--- config.mk ---
export PLATFORM = sky130hd
export DESIGN_NAME = bcd_lap_stopwatch_flat
export DESIGN_NICKNAME = d
export VERILOG_FILES = /design/src/rtl/bcd_sw_pkg.sv /design/src/rtl/bcd_lap_stopwatch_if.sv /design/src/rtl/bcd_time_step.sv /design/src/rtl/bcd_lap_stopwatch.sv /design/src/flat_wrapper.sv
export SDC_FILE = /design/constraint.sdc
export NUM_CORES = 1
export LEC_CHECK = 0
export ABC_AREA = 1
export CAP_MARGIN = 20
export CORE_AREA = 8 8 132 134
export CTS_BUF_LIST = sky130_fd_sc_hd__clkbuf_2
export DETAILED_ROUTE_END_ITERATION = 8
export DIE_AREA = 0 0 140 142
export PLACE_DENSITY = 0.91
export SETUP_SLACK_MARGIN = 0.2
export SKIP_LAST_GASP = 1
export SLEW_MARGIN = 20
export SYNTH_ARGS = -nofsm -noshare
export SYNTH_HDL_FRONTEND = slang
export SYNTH_SLANG_ARGS = --single-unit
--- constraint.sdc ---
create_clock -name clk -period 12.65 [get_ports clk]
set_input_delay 3.795 -clock clk [delete_from_list [all_inputs] [get_ports clk]]
set_output_delay 3.795 -clock clk [all_outputs]
set_load 0.01 [all_outputs]
--- src/rtl/bcd_sw_pkg.sv ---
// Shared types, state encoding and BCD field layout for the hh:mm:ss lap stopwatch.
package bcd_sw_pkg;

    typedef logic [23:0] bcd_time_t;

    typedef enum logic [1:0] {
        ST_IDLE  = 2'b00,
        ST_RUN   = 2'b01,
        ST_PAUSE = 2'b10
    } sw_state_e;

    localparam int HR_T_LSB  = 20;
    localparam int HR_O_LSB  = 16;
    localparam int MIN_T_LSB = 12;
    localparam int MIN_O_LSB = 8;
    localparam int SEC_T_LSB = 4;
    localparam int SEC_O_LSB = 0;

    function automatic logic time_valid(input bcd_time_t t, input int hr_max);
        int hours;
        hours = int'(t[HR_T_LSB +: 4]) * 10 + int'(t[HR_O_LSB +: 4]);
        return (t[HR_T_LSB  +: 4] <= 4'd9) && (t[HR_O_LSB  +: 4] <= 4'd9) &&
               (t[MIN_T_LSB +: 4] <= 4'd5) && (t[MIN_O_LSB +: 4] <= 4'd9) &&
               (t[SEC_T_LSB +: 4] <= 4'd5) && (t[SEC_O_LSB +: 4] <= 4'd9) &&
               (hours <= hr_max);
    endfunction

endpackage

--- src/rtl/bcd_lap_stopwatch_if.sv ---
// Command, preset and display/lap signals between the button front end and the stopwatch.
interface bcd_lap_stopwatch_if
    import bcd_sw_pkg::*;
#(
    parameter int LAP_DEPTH = 4
);
    localparam int CW = $clog2(LAP_DEPTH + 1);

    logic            start;
    logic            stop;
    logic            clr;
    logic            lap;
    logic            dir;
    logic            load;
    bcd_time_t       load_time;
    logic            lap_rd;
    bcd_time_t       cnt_time;
    bcd_time_t       lap_time;
    logic            lap_valid;
    logic [CW-1:0]   lap_count;
    logic            lap_ovf;
    logic            done;
    logic            load_err;
    logic [1:0]      state;

    modport master (
        output start, stop, clr, lap, dir, load, load_time, lap_rd,
        input  cnt_time, lap_time, lap_valid, lap_count, lap_ovf, done, load_err, state
    );

    modport slave (
        input  start, stop, clr, lap, dir, load, load_time, lap_rd,
        output cnt_time, lap_time, lap_valid, lap_count, lap_ovf, done, load_err, state
    );
endinterface

--- src/rtl/bcd_time_step.sv ---
// Combinational +/-1 second step of a BCD hh:mm:ss value; down-step saturates at zero.
module bcd_time_step
    import bcd_sw_pkg::*;
#(
    parameter int HR_MAX = 23
) (
    input  bcd_time_t time_i,
    input  logic      down_i,
    output bcd_time_t time_o,
    output logic      zero_o
);
    localparam logic [3:0] HR_MAX_T = 4'(HR_MAX / 10);
    localparam logic [3:0] HR_MAX_O = 4'(HR_MAX % 10);

    logic [3:0] d0, d1, d2, d3, d4, d5;
    logic [3:0] n0, n1, n2, n3, n4, n5;
    logic       c0, c1, c2, c3;

    assign d0 = time_i[SEC_O_LSB +: 4];
    assign d1 = time_i[SEC_T_LSB +: 4];
    assign d2 = time_i[MIN_O_LSB +: 4];
    assign d3 = time_i[MIN_T_LSB +: 4];
    assign d4 = time_i[HR_O_LSB  +: 4];
    assign d5 = time_i[HR_T_LSB  +: 4];
    assign zero_o = (time_i == '0);

    always_comb begin
        n0 = d0; n1 = d1; n2 = d2; n3 = d3; n4 = d4; n5 = d5;
        c0 = 1'b0; c1 = 1'b0; c2 = 1'b0; c3 = 1'b0;
        if (!down_i) begin
            c0 = (d0 == 4'd9);
            n0 = c0 ? 4'd0 : d0 + 4'd1;
            c1 = c0 && (d1 == 4'd5);
            if (c0) n1 = (d1 == 4'd5) ? 4'd0 : d1 + 4'd1;
            c2 = c1 && (d2 == 4'd9);
            if (c1) n2 = (d2 == 4'd9) ? 4'd0 : d2 + 4'd1;
            c3 = c2 && (d3 == 4'd5);
            if (c2) n3 = (d3 == 4'd5) ? 4'd0 : d3 + 4'd1;
            if (c3) begin
                if (d5 == HR_MAX_T && d4 == HR_MAX_O) begin
                    n4 = 4'd0;
                    n5 = 4'd0;
                end else if (d4 == 4'd9) begin
                    n4 = 4'd0;
                    n5 = d5 + 4'd1;
                end else begin
                    n4 = d4 + 4'd1;
                end
            end
        end else if (!zero_o) begin
            // Non-zero input guarantees the borrow chain stops before the top digit underflows.
            c0 = (d0 == 4'd0);
            n0 = c0 ? 4'd9 : d0 - 4'd1;
            c1 = c0 && (d1 == 4'd0);
            if (c0) n1 = (d1 == 4'd0) ? 4'd5 : d1 - 4'd1;
            c2 = c1 && (d2 == 4'd0);
            if (c1) n2 = (d2 == 4'd0) ? 4'd9 : d2 - 4'd1;
            c3 = c2 && (d3 == 4'd0);
            if (c2) n3 = (d3 == 4'd0) ? 4'd5 : d3 - 4'd1;
            if (c3) begin
                n4 = (d4 == 4'd0) ? 4'd9 : d4 - 4'd1;
                if (d4 == 4'd0) n5 = d5 - 4'd1;
            end
        end
    end

    assign time_o = {n5, n4, n3, n2, n1, n0};
endmodule

--- src/rtl/bcd_lap_stopwatch.sv ---
// hh:mm:ss BCD stopwatch/timer with tick prescaler, up/down mode and a lap FIFO.
module bcd_lap_stopwatch
    import bcd_sw_pkg::*;
#(
    parameter int TICK_DIV  = 50_000_000,
    parameter int LAP_DEPTH = 4,
    parameter int HR_MAX    = 23
) (
    input  logic                  clk,
    input  logic                  rst,
    bcd_lap_stopwatch_if.slave    sw
);
    localparam int PW = (TICK_DIV > 2) ? $clog2(TICK_DIV) : 1;
    localparam int AW = (LAP_DEPTH > 1) ? $clog2(LAP_DEPTH) : 1;
    localparam int CW = $clog2(LAP_DEPTH + 1);

    sw_state_e     state_q, state_d;
    bcd_time_t     cnt_q, cnt_d, step_time;
    logic [PW-1:0] presc_q, presc_d;
    logic          done_q, done_d, load_err_q, load_err_d;
    logic          cnt_zero, tick, start_ok;

    bcd_time_t     mem_q [LAP_DEPTH];
    logic [AW-1:0] wr_ptr_q, rd_ptr_q;
    logic [CW-1:0] count_q;
    logic          ovf_q;
    logic          push, pop, full, push_ok;

    bcd_time_step #(.HR_MAX(HR_MAX)) u_step (
        .time_i (cnt_q),
        .down_i (sw.dir),
        .time_o (step_time),
        .zero_o (cnt_zero)
    );

    assign tick     = (state_q == ST_RUN) && (presc_q == PW'(TICK_DIV - 1));
    assign start_ok = sw.start && !sw.stop && !(sw.dir && cnt_zero);

    always_comb begin
        state_d    = state_q;
        cnt_d      = cnt_q;
        presc_d    = presc_q;
        done_d     = 1'b0;
        load_err_d = 1'b0;
        if (sw.clr) begin
            state_d = ST_IDLE;
            cnt_d   = '0;
            presc_d = '0;
        end else begin
            case (state_q)
                ST_IDLE: if (start_ok) begin
                    state_d = ST_RUN;
                    presc_d = '0;
                end
                ST_RUN: begin
                    presc_d = tick ? '0 : presc_q + 1'b1;
                    if (sw.stop) state_d = ST_PAUSE;
                    if (tick) begin
                        cnt_d = step_time;
                        if (sw.dir && !cnt_zero && step_time == '0) begin
                            done_d  = 1'b1;
                            state_d = ST_PAUSE;
                        end
                    end
                end
                ST_PAUSE: if (start_ok) state_d = ST_RUN;
                default:  state_d = ST_IDLE;
            endcase
            if (sw.load && state_q != ST_RUN) begin
                if (time_valid(sw.load_time, HR_MAX)) cnt_d = sw.load_time;
                else                                  load_err_d = 1'b1;
            end
        end
    end

    always_ff @(posedge clk or posedge rst) begin
        if (rst) begin
            state_q    <= ST_IDLE;
            cnt_q      <= '0;
            presc_q    <= '0;
            done_q     <= 1'b0;
            load_err_q <= 1'b0;
        end else begin
            state_q    <= state_d;
            cnt_q      <= cnt_d;
            presc_q    <= presc_d;
            done_q     <= done_d;
            load_err_q <= load_err_d;
        end
    end

    // A full FIFO still accepts a push when a read frees a slot in the same cycle.
    assign full    = (count_q == CW'(LAP_DEPTH));
    assign push    = sw.lap && !sw.clr && (state_q != ST_IDLE);
    assign pop     = sw.lap_rd && !sw.clr && (count_q != '0);
    assign push_ok = push && (!full || pop);

    always_ff @(posedge clk or posedge rst) begin
        if (rst) begin
            for (int i = 0; i < LAP_DEPTH; i++) mem_q[i] <= '0;
            wr_ptr_q <= '0;
            rd_ptr_q <= '0;
            count_q  <= '0;
            ovf_q    <= 1'b0;
        end else if (sw.clr) begin
            wr_ptr_q <= '0;
            rd_ptr_q <= '0;
            count_q  <= '0;
            ovf_q    <= 1'b0;
        end else begin
            if (push_ok) begin
                mem_q[wr_ptr_q] <= cnt_q;
                wr_ptr_q <= (wr_ptr_q == AW'(LAP_DEPTH - 1)) ? '0 : wr_ptr_q + 1'b1;
            end
            if (pop)
                rd_ptr_q <= (rd_ptr_q == AW'(LAP_DEPTH - 1)) ? '0 : rd_ptr_q + 1'b1;
            if (push_ok && !pop)      count_q <= count_q + 1'b1;
            else if (pop && !push_ok) count_q <= count_q - 1'b1;
            if (push && !push_ok) ovf_q <= 1'b1;
        end
    end

    assign sw.cnt_time  = cnt_q;
    assign sw.lap_valid = (count_q != '0);
    assign sw.lap_time  = (count_q != '0) ? mem_q[rd_ptr_q] : '0;
    assign sw.lap_count = count_q;
    assign sw.lap_ovf   = ovf_q;
    assign sw.done      = done_q;
    assign sw.load_err  = load_err_q;
    assign sw.state     = state_q;
endmodule

--- src/flat_wrapper.sv ---
// flat-port wrapper written by rule: the top's interface ports become plain ports
module bcd_lap_stopwatch_flat import bcd_sw_pkg::*;
#(
    parameter int TICK_DIV  = 50_000_000,
    parameter int LAP_DEPTH = 4,
    parameter int HR_MAX    = 23
)
  (clk, rst, sw_start, sw_stop, sw_clr, sw_lap, sw_dir, sw_load, sw_load_time, sw_lap_rd, sw_cnt_time, sw_lap_time, sw_lap_valid, sw_lap_count, sw_lap_ovf, sw_done, sw_load_err, sw_state);
  bcd_lap_stopwatch_if #(.LAP_DEPTH(LAP_DEPTH)) sw_i ();
  input  logic clk;
  input  logic rst;
  input wire logic [$bits(sw_i.start)-1:0] sw_start;
  input wire logic [$bits(sw_i.stop)-1:0] sw_stop;
  input wire logic [$bits(sw_i.clr)-1:0] sw_clr;
  input wire logic [$bits(sw_i.lap)-1:0] sw_lap;
  input wire logic [$bits(sw_i.dir)-1:0] sw_dir;
  input wire logic [$bits(sw_i.load)-1:0] sw_load;
  input wire logic [$bits(sw_i.load_time)-1:0] sw_load_time;
  input wire logic [$bits(sw_i.lap_rd)-1:0] sw_lap_rd;
  output wire logic [$bits(sw_i.cnt_time)-1:0] sw_cnt_time;
  output wire logic [$bits(sw_i.lap_time)-1:0] sw_lap_time;
  output wire logic [$bits(sw_i.lap_valid)-1:0] sw_lap_valid;
  output wire logic [$bits(sw_i.lap_count)-1:0] sw_lap_count;
  output wire logic [$bits(sw_i.lap_ovf)-1:0] sw_lap_ovf;
  output wire logic [$bits(sw_i.done)-1:0] sw_done;
  output wire logic [$bits(sw_i.load_err)-1:0] sw_load_err;
  output wire logic [$bits(sw_i.state)-1:0] sw_state;
  assign sw_i.start = sw_start;
  assign sw_i.stop = sw_stop;
  assign sw_i.clr = sw_clr;
  assign sw_i.lap = sw_lap;
  assign sw_i.dir = sw_dir;
  assign sw_i.load = sw_load;
  assign sw_i.load_time = sw_load_time;
  assign sw_i.lap_rd = sw_lap_rd;
  assign sw_cnt_time = sw_i.cnt_time;
  assign sw_lap_time = sw_i.lap_time;
  assign sw_lap_valid = sw_i.lap_valid;
  assign sw_lap_count = sw_i.lap_count;
  assign sw_lap_ovf = sw_i.lap_ovf;
  assign sw_done = sw_i.done;
  assign sw_load_err = sw_i.load_err;
  assign sw_state = sw_i.state;
  bcd_lap_stopwatch #(.TICK_DIV(TICK_DIV), .LAP_DEPTH(LAP_DEPTH), .HR_MAX(HR_MAX)) u_core (.clk(clk), .rst(rst), .sw(sw_i));
endmodule
# Yosys cells after proc, flatten, opt, wreduce, memory -nomap -nowiden
# Cells that the tools add are included.
# word_totals
ff_bits,158
out_inout_bits,57
# op_classes
add_sub_neg,18
multipliers,1
order_cmp,10
eq_ne,16
mux,76
n_bitwise,3
n_reduce_logical,55
# op_table
cell,count
two-way mux 24 bit,9
two-way mux 4 bit,36
bitwise mux 96 bit,1
two-way mux 26 bit,3
one-hot mux 26 bit (2 select lines),1
binary-select mux 24 bit (select 2 bit),1
demux 24 bit (select 2 bit),1
logical NOT 24 bit,2
adder 32 x 5 -> 32 bit,1
"less-or-equal comparator 32 x 6 -> 1 bit, second input constant",1
logical AND 1 bit,29
"adder 26 x 1 -> 26 bit, second input constant",1
"equality test 26 bit, second input constant",1
"adder 4 x 1 -> 4 bit, second input constant",6
"subtractor 4 x 1 -> 4 bit, second input constant",6
two-way mux 2 bit,11
logical NOT 4 bit,5
"less-or-equal comparator 4 bit, second input constant",4
"equality test 4 bit, second input constant",3
two-way mux 1 bit,9
two-way mux 3 bit,3
nonzero test 3 bit,3
"equality test 4 x 2 -> 1 bit, second input constant",2
"equality test 4 x 3 -> 1 bit, second input constant",2
22 further kinds,38

# Logic depth before layout (Yosys ltp)
# depth
ltp_word,13
mapped_depth,19
mapped_depth_nobuf,18

# By module
# A second synthesis with hierarchy kept.
# hier_totals
hier_cells,1492
hier_area_um2,10238.6
# modules_own_cells
module,instances,cells_each,area_per_inst_um2,seq_area_each_um2
bcd_lap_stopwatch,1,1158,8617.0,3953.8
bcd_time_step,1,334,1621.6,0.0

# Least setup slack after synthesis
# No wires, ideal clock.
# synth_path
kind,input to register
from,input port sw_load_time[21]
to,register u_core.cnt_q[10] (netlist: u_core.sw.cnt_time[10])
setup_ns,0.121
arrival_ns,5.819
slack_ns,6.710
stages,13
n_path_buf,2
path_cell_list,ha_1 > ha_1 > fa_1 > inv_1 > o21ai_0 > nor3_1 > nand2_1 > nor3_1 > nand2_1 > buf_2 > clkbuf_1 > o21ai_0 > nor2_1
# synth_between
elab_chain_cells,10
# synth_rtl
element,line_no,rtl
from (decl),flat_wrapper.sv:18,input wire logic [$bits(sw_i.load_time)-1:0] sw_load_time;
"parallel branches: the longest is 6 deep, another holds adder 32 x 5 -> 32 bit",n/a,
logical AND 1 bit *,bcd_sw_pkg.sv:24,(t[SEC_T_LSB +: 4] <= 4'd5) && (t[SEC_O_LSB +: 4] <= 4'd9) &&
two-way mux 24 bit *,bcd_lap_stopwatch.sv:70,"if (time_valid(sw.load_time, HR_MAX)) cnt_d = sw.load_time;"
two-way mux 24 bit *,bcd_lap_stopwatch.sv:69,if (sw.load && state_q != ST_RUN) begin
two-way mux 24 bit *,bcd_lap_stopwatch.sv:45,if (sw.clr) begin
named net u_core.cnt_d[10],bcd_lap_stopwatch.sv:18,"bcd_time_t cnt_q, cnt_d, step_time;"
to (signal assigned),bcd_lap_stopwatch.sv:85,cnt_q <= cnt_d;
to (decl),bcd_lap_stopwatch.sv:18,
# Mark *: on every way through the listed nets, which the timed path passes.
# A chain may end at the register's enable or synchronous reset.

# Worst setup path in the final report
# layout_path
from,register u_core.rd_ptr_q[1]
to,output port sw_lap_time[14]
# layout_between
elab_chain_cells,5
# layout_rtl
element,line_no,rtl
from (decl),bcd_lap_stopwatch.sv:24,"logic [AW-1:0] wr_ptr_q, rd_ptr_q;"
from (signal assigned),bcd_lap_stopwatch.sv:116,rd_ptr_q <= (rd_ptr_q == AW'(LAP_DEPTH - 1)) ? '0 : rd_ptr_q + 1'b1;
inverter 2 -> 3 bit (implied by the code),bcd_lap_stopwatch.sv:125,assign sw.lap_time = (count_q != '0) ? mem_q[rd_ptr_q] : '0;
binary-select mux 24 bit (select 2 bit),bcd_lap_stopwatch.sv:125,
two-way mux 24 bit (implied by the code) (2 in a row),bcd_lap_stopwatch.sv:125,
two-way mux 24 bit,bcd_lap_stopwatch.sv:125,
to (decl),flat_wrapper.sv:21,output wire logic [$bits(sw_i.lap_time)-1:0] sw_lap_time;
# Every way passes these cells. The select of a mux whose other input is x is not followed.

==> metrics.txt <==
Iter 0 DRT Violations=~1200; Tmin final=approximately 7700 ps; routed vias=between 9000 and 10000; setup TNS=0 ps; Mapped Area=around 9700 µm²; layout cells sized above 1=6.13%; Global Route Usage Sum=between 20% and 30%; vias in the first global route=slightly above 9000; CP max FO=27; CTS-repair resized insts=0; die area=around 20000 µm²; Crit. Startpoint=u_core.rd_ptr_q[1]; share of the yosys chip area belonging to registers=about two fifths; Reg area=around 4000 µm²; post-layout util=about 70%; most frequent cells in the layout=nand2_1, o21ai_0, nor2_1; die width=~140 µm; cells along the critical path=inv_1 -> nor2_1 -> o21ai_0 -> a21oi_1 -> clkdlybuf4s50_1; initial antenna violation count=1; CTS Buf Count=17; maximum clock rate=~130 MHz; Least-Margin Pin Slew=about 1100 ps; endpoints failing setup=0; Routed WL=between 20000 and 30000 µm; Slowest Stage Delay on Critical Path=1120 ps; final hold violations=0; RSZ-0062 raised after global routing=no; hold_ws=roughly 500 ps; Critical-path top delay cell=dfrtp_1; Placeable Area=~15000 µm²; status=complete, no violations; hold-fix buffers at CTS=0; Die Span Y=142 µm; Netlist cell types=44; CTS tree=built; VDD IR max=~0.046 mV; asr flop ratio synth=100%; clk sinks=~160; top_reg_cell synth=dfrtp_1; Clock transition at path regs=roughly 230 ps; Antenna Nets Post-Route=0; Yosys reg bits=approximately 160; # Post-CTS Setup Buffers=0; P per Cell Area=103 nW/µm²; clock latency on the worst-skew pair=roughly 770 ps; vias per cell=5.97; worst r2r src=u_core.sw.cnt_time[16]; gr ovfl total=0; Port-buffer cells=89; buffer depth of the longest clock path=2; syn_nets=about 1400; HPWL Detailed=~18000 µm; EDFF count, synth=0; crit path DAT=around 3900 ps; Hold Startpoint=u_core.mem_q[90]; row count=between 40 and 50; Post-Synthesis Cells=1356; IO Pins=90; Wirelength per Cell=approximately 16 µm; footprint of the multi-input gates=slightly above 5000 µm²; Period Utilization, post-route=between 60 and 70%; max_slew headroom=approximately 27%; max cap viols=0; drt drc=0; nets=roughly 1500; 1st-pass router iterations=7; worst hold path type=register to register; Mapped Avg Cell Area=between 7 and 8 µm²; clock skew=36.2 ps; Slew Viols, Final=0; Area Growth Syn to Fin=11.6%; Initial Utilization=a little over three fifths; Ys Warns=0; Fillers=approximately 1300; leading cell type in the layout, fill and taps excluded=nand2_1; CP Launch Type=register; WS Path Type=register to primary output; endpoint class of the critical path=primary output; H-tree Lvls=4; CP required=approximately 9000 ps; largest net degree at the start of global routing=between 80 and 90; Placer Congestion=about 0.98; clk root buf=clkbuf_2; LEAKAGE=approximately 0.0049 µW; global-route wire length before repair=about 45000 µm
-- state kept, by name (all words and copies together), names as in the netlist --
name,flops
u_core.presc_q,26
u_core.rd_ptr_q,2
u_core.sw.done,1
u_core.mem_q,96
u_core.sw.cnt_time,24
u_core.wr_ptr_q,2
u_core.sw.load_err,1
u_core.sw.state,2
u_core.sw.lap_ovf,1
u_core.sw.lap_count,3
-- worst max-delay path, delay by kind of cell, from the launching register on --
kind	cells	cell delay (ps)
AO/OA/AOI/OAI	2	350
buffers and inverters	2	1370
flip-flops	1	1120
AND/OR/NAND/NOR	1	240
-- final timing paths --
check | end | slack (ps) | depth (start not counted)
worst max-delay path | sw_lap_time[14] | 5000 | 5
min in group asynchronous | u_core.sw.cnt_time[3] | 3440 | 2
worst max register to register | u_core.presc_q[13] | 9330 | 12
worst min register to register | u_core.mem_q[90] | 510 | 2
max in group asynchronous | u_core.mem_q[67] | 7980 | 3
worst min-delay path | u_core.mem_q[90] | 510 | 2
-- report_power, final --
part | total, µW | leakage (µW) | switching [µW] | internal (µW)
sequential | 536 | 0.00219 | 17.5 | 519
clock | 251 | 0.000117 | 196 | 55.6
combinational | 332 | 0.00257 | 202 | 131
total | 1120 | 0.00488 | 415 | 705
-- cell families (layout without fill, tap and decap cells) --
| logic type | after synthesis | count (layout) | synth area share, % |
|---|---|---|---|
| AND/OR/NAND/NOR | 661 | 661 | 29.3 |
| AO/OA/AOI/OAI | 318 | 318 | 17.1 |
| buffers and inverters | 167 | 231 | 6.86 |
| flip-flops | 158 | 158 | 40.8 |
| XOR/XNOR | 27 | 27 | 2.44 |
| adder cells (fa/ha/maj) | 25 | 25 | 3.46 |
| other | 0 | 2 | 0 |
-- synth_stat cells, drive strengths merged, types with 3 or more instances --
cell    instances  area [µm²]
nand2         332        1260
nor2          206         856
a21oi          68         352
nand3b          3        22.5
ha             22         275
nor3           22         149
xor2           26         228
clkinv          6        22.5
nor4            4        25.0
nand3          67         355
clkbuf         34         128
dfrtp         158        3950
fa              3        60.1
inv            97         364
buf            30         151
o32ai           3        26.3
o21ai         229        1150
o211ai          5        37.5
nand4          24         150
-- final cells by class --
| class | instances | area share, % |
|---|---|---|
| Multi-Input combinational cell | 1031 | 47.0 |
| Sequential cell | 158 | 36.5 |
| Antenna cell | 2 | 0.0462 |
| Clock inverter | 14 | 1.03 |
| Tap cell | 192 | 2.22 |
| Clock buffer | 18 | 0.832 |
| Timing Repair Buffer | 96 | 8.75 |
| Inverter | 103 | 3.62 |
-- per-stage QoR --
| step | setup WS, ps | instances | instance area [µm²] | total power (µW) |
|---|---|---|---|---|
| finish | 5000 | 1614 | 10800 | 1120 |
| global route | 4790 | 1613 | 10800 | 1180 |
| CTS | 4990 | 1612 | 10800 | 1120 |
| detailed placement | 5040 | 1580 | 10600 | 877 |
| global placement | 5290 | 1580 | 10600 | 869 |
| floorplan | 4590 | 1356 | 9700 | 740 |
-- per-layer routing --
metal	part of all wire [%]	global-route usage, %	wire length (µm)	vias to the layer above
li1	-	-	-	4576
met1	43	36.6	11200	4508
met2	47	44.0	12300	498
met3	8.3	5.64	2190	52
met4	2.2	9.37	571	0
met5	0	0	0	-
No activity file was read; power rests on OpenSTA's default activity.
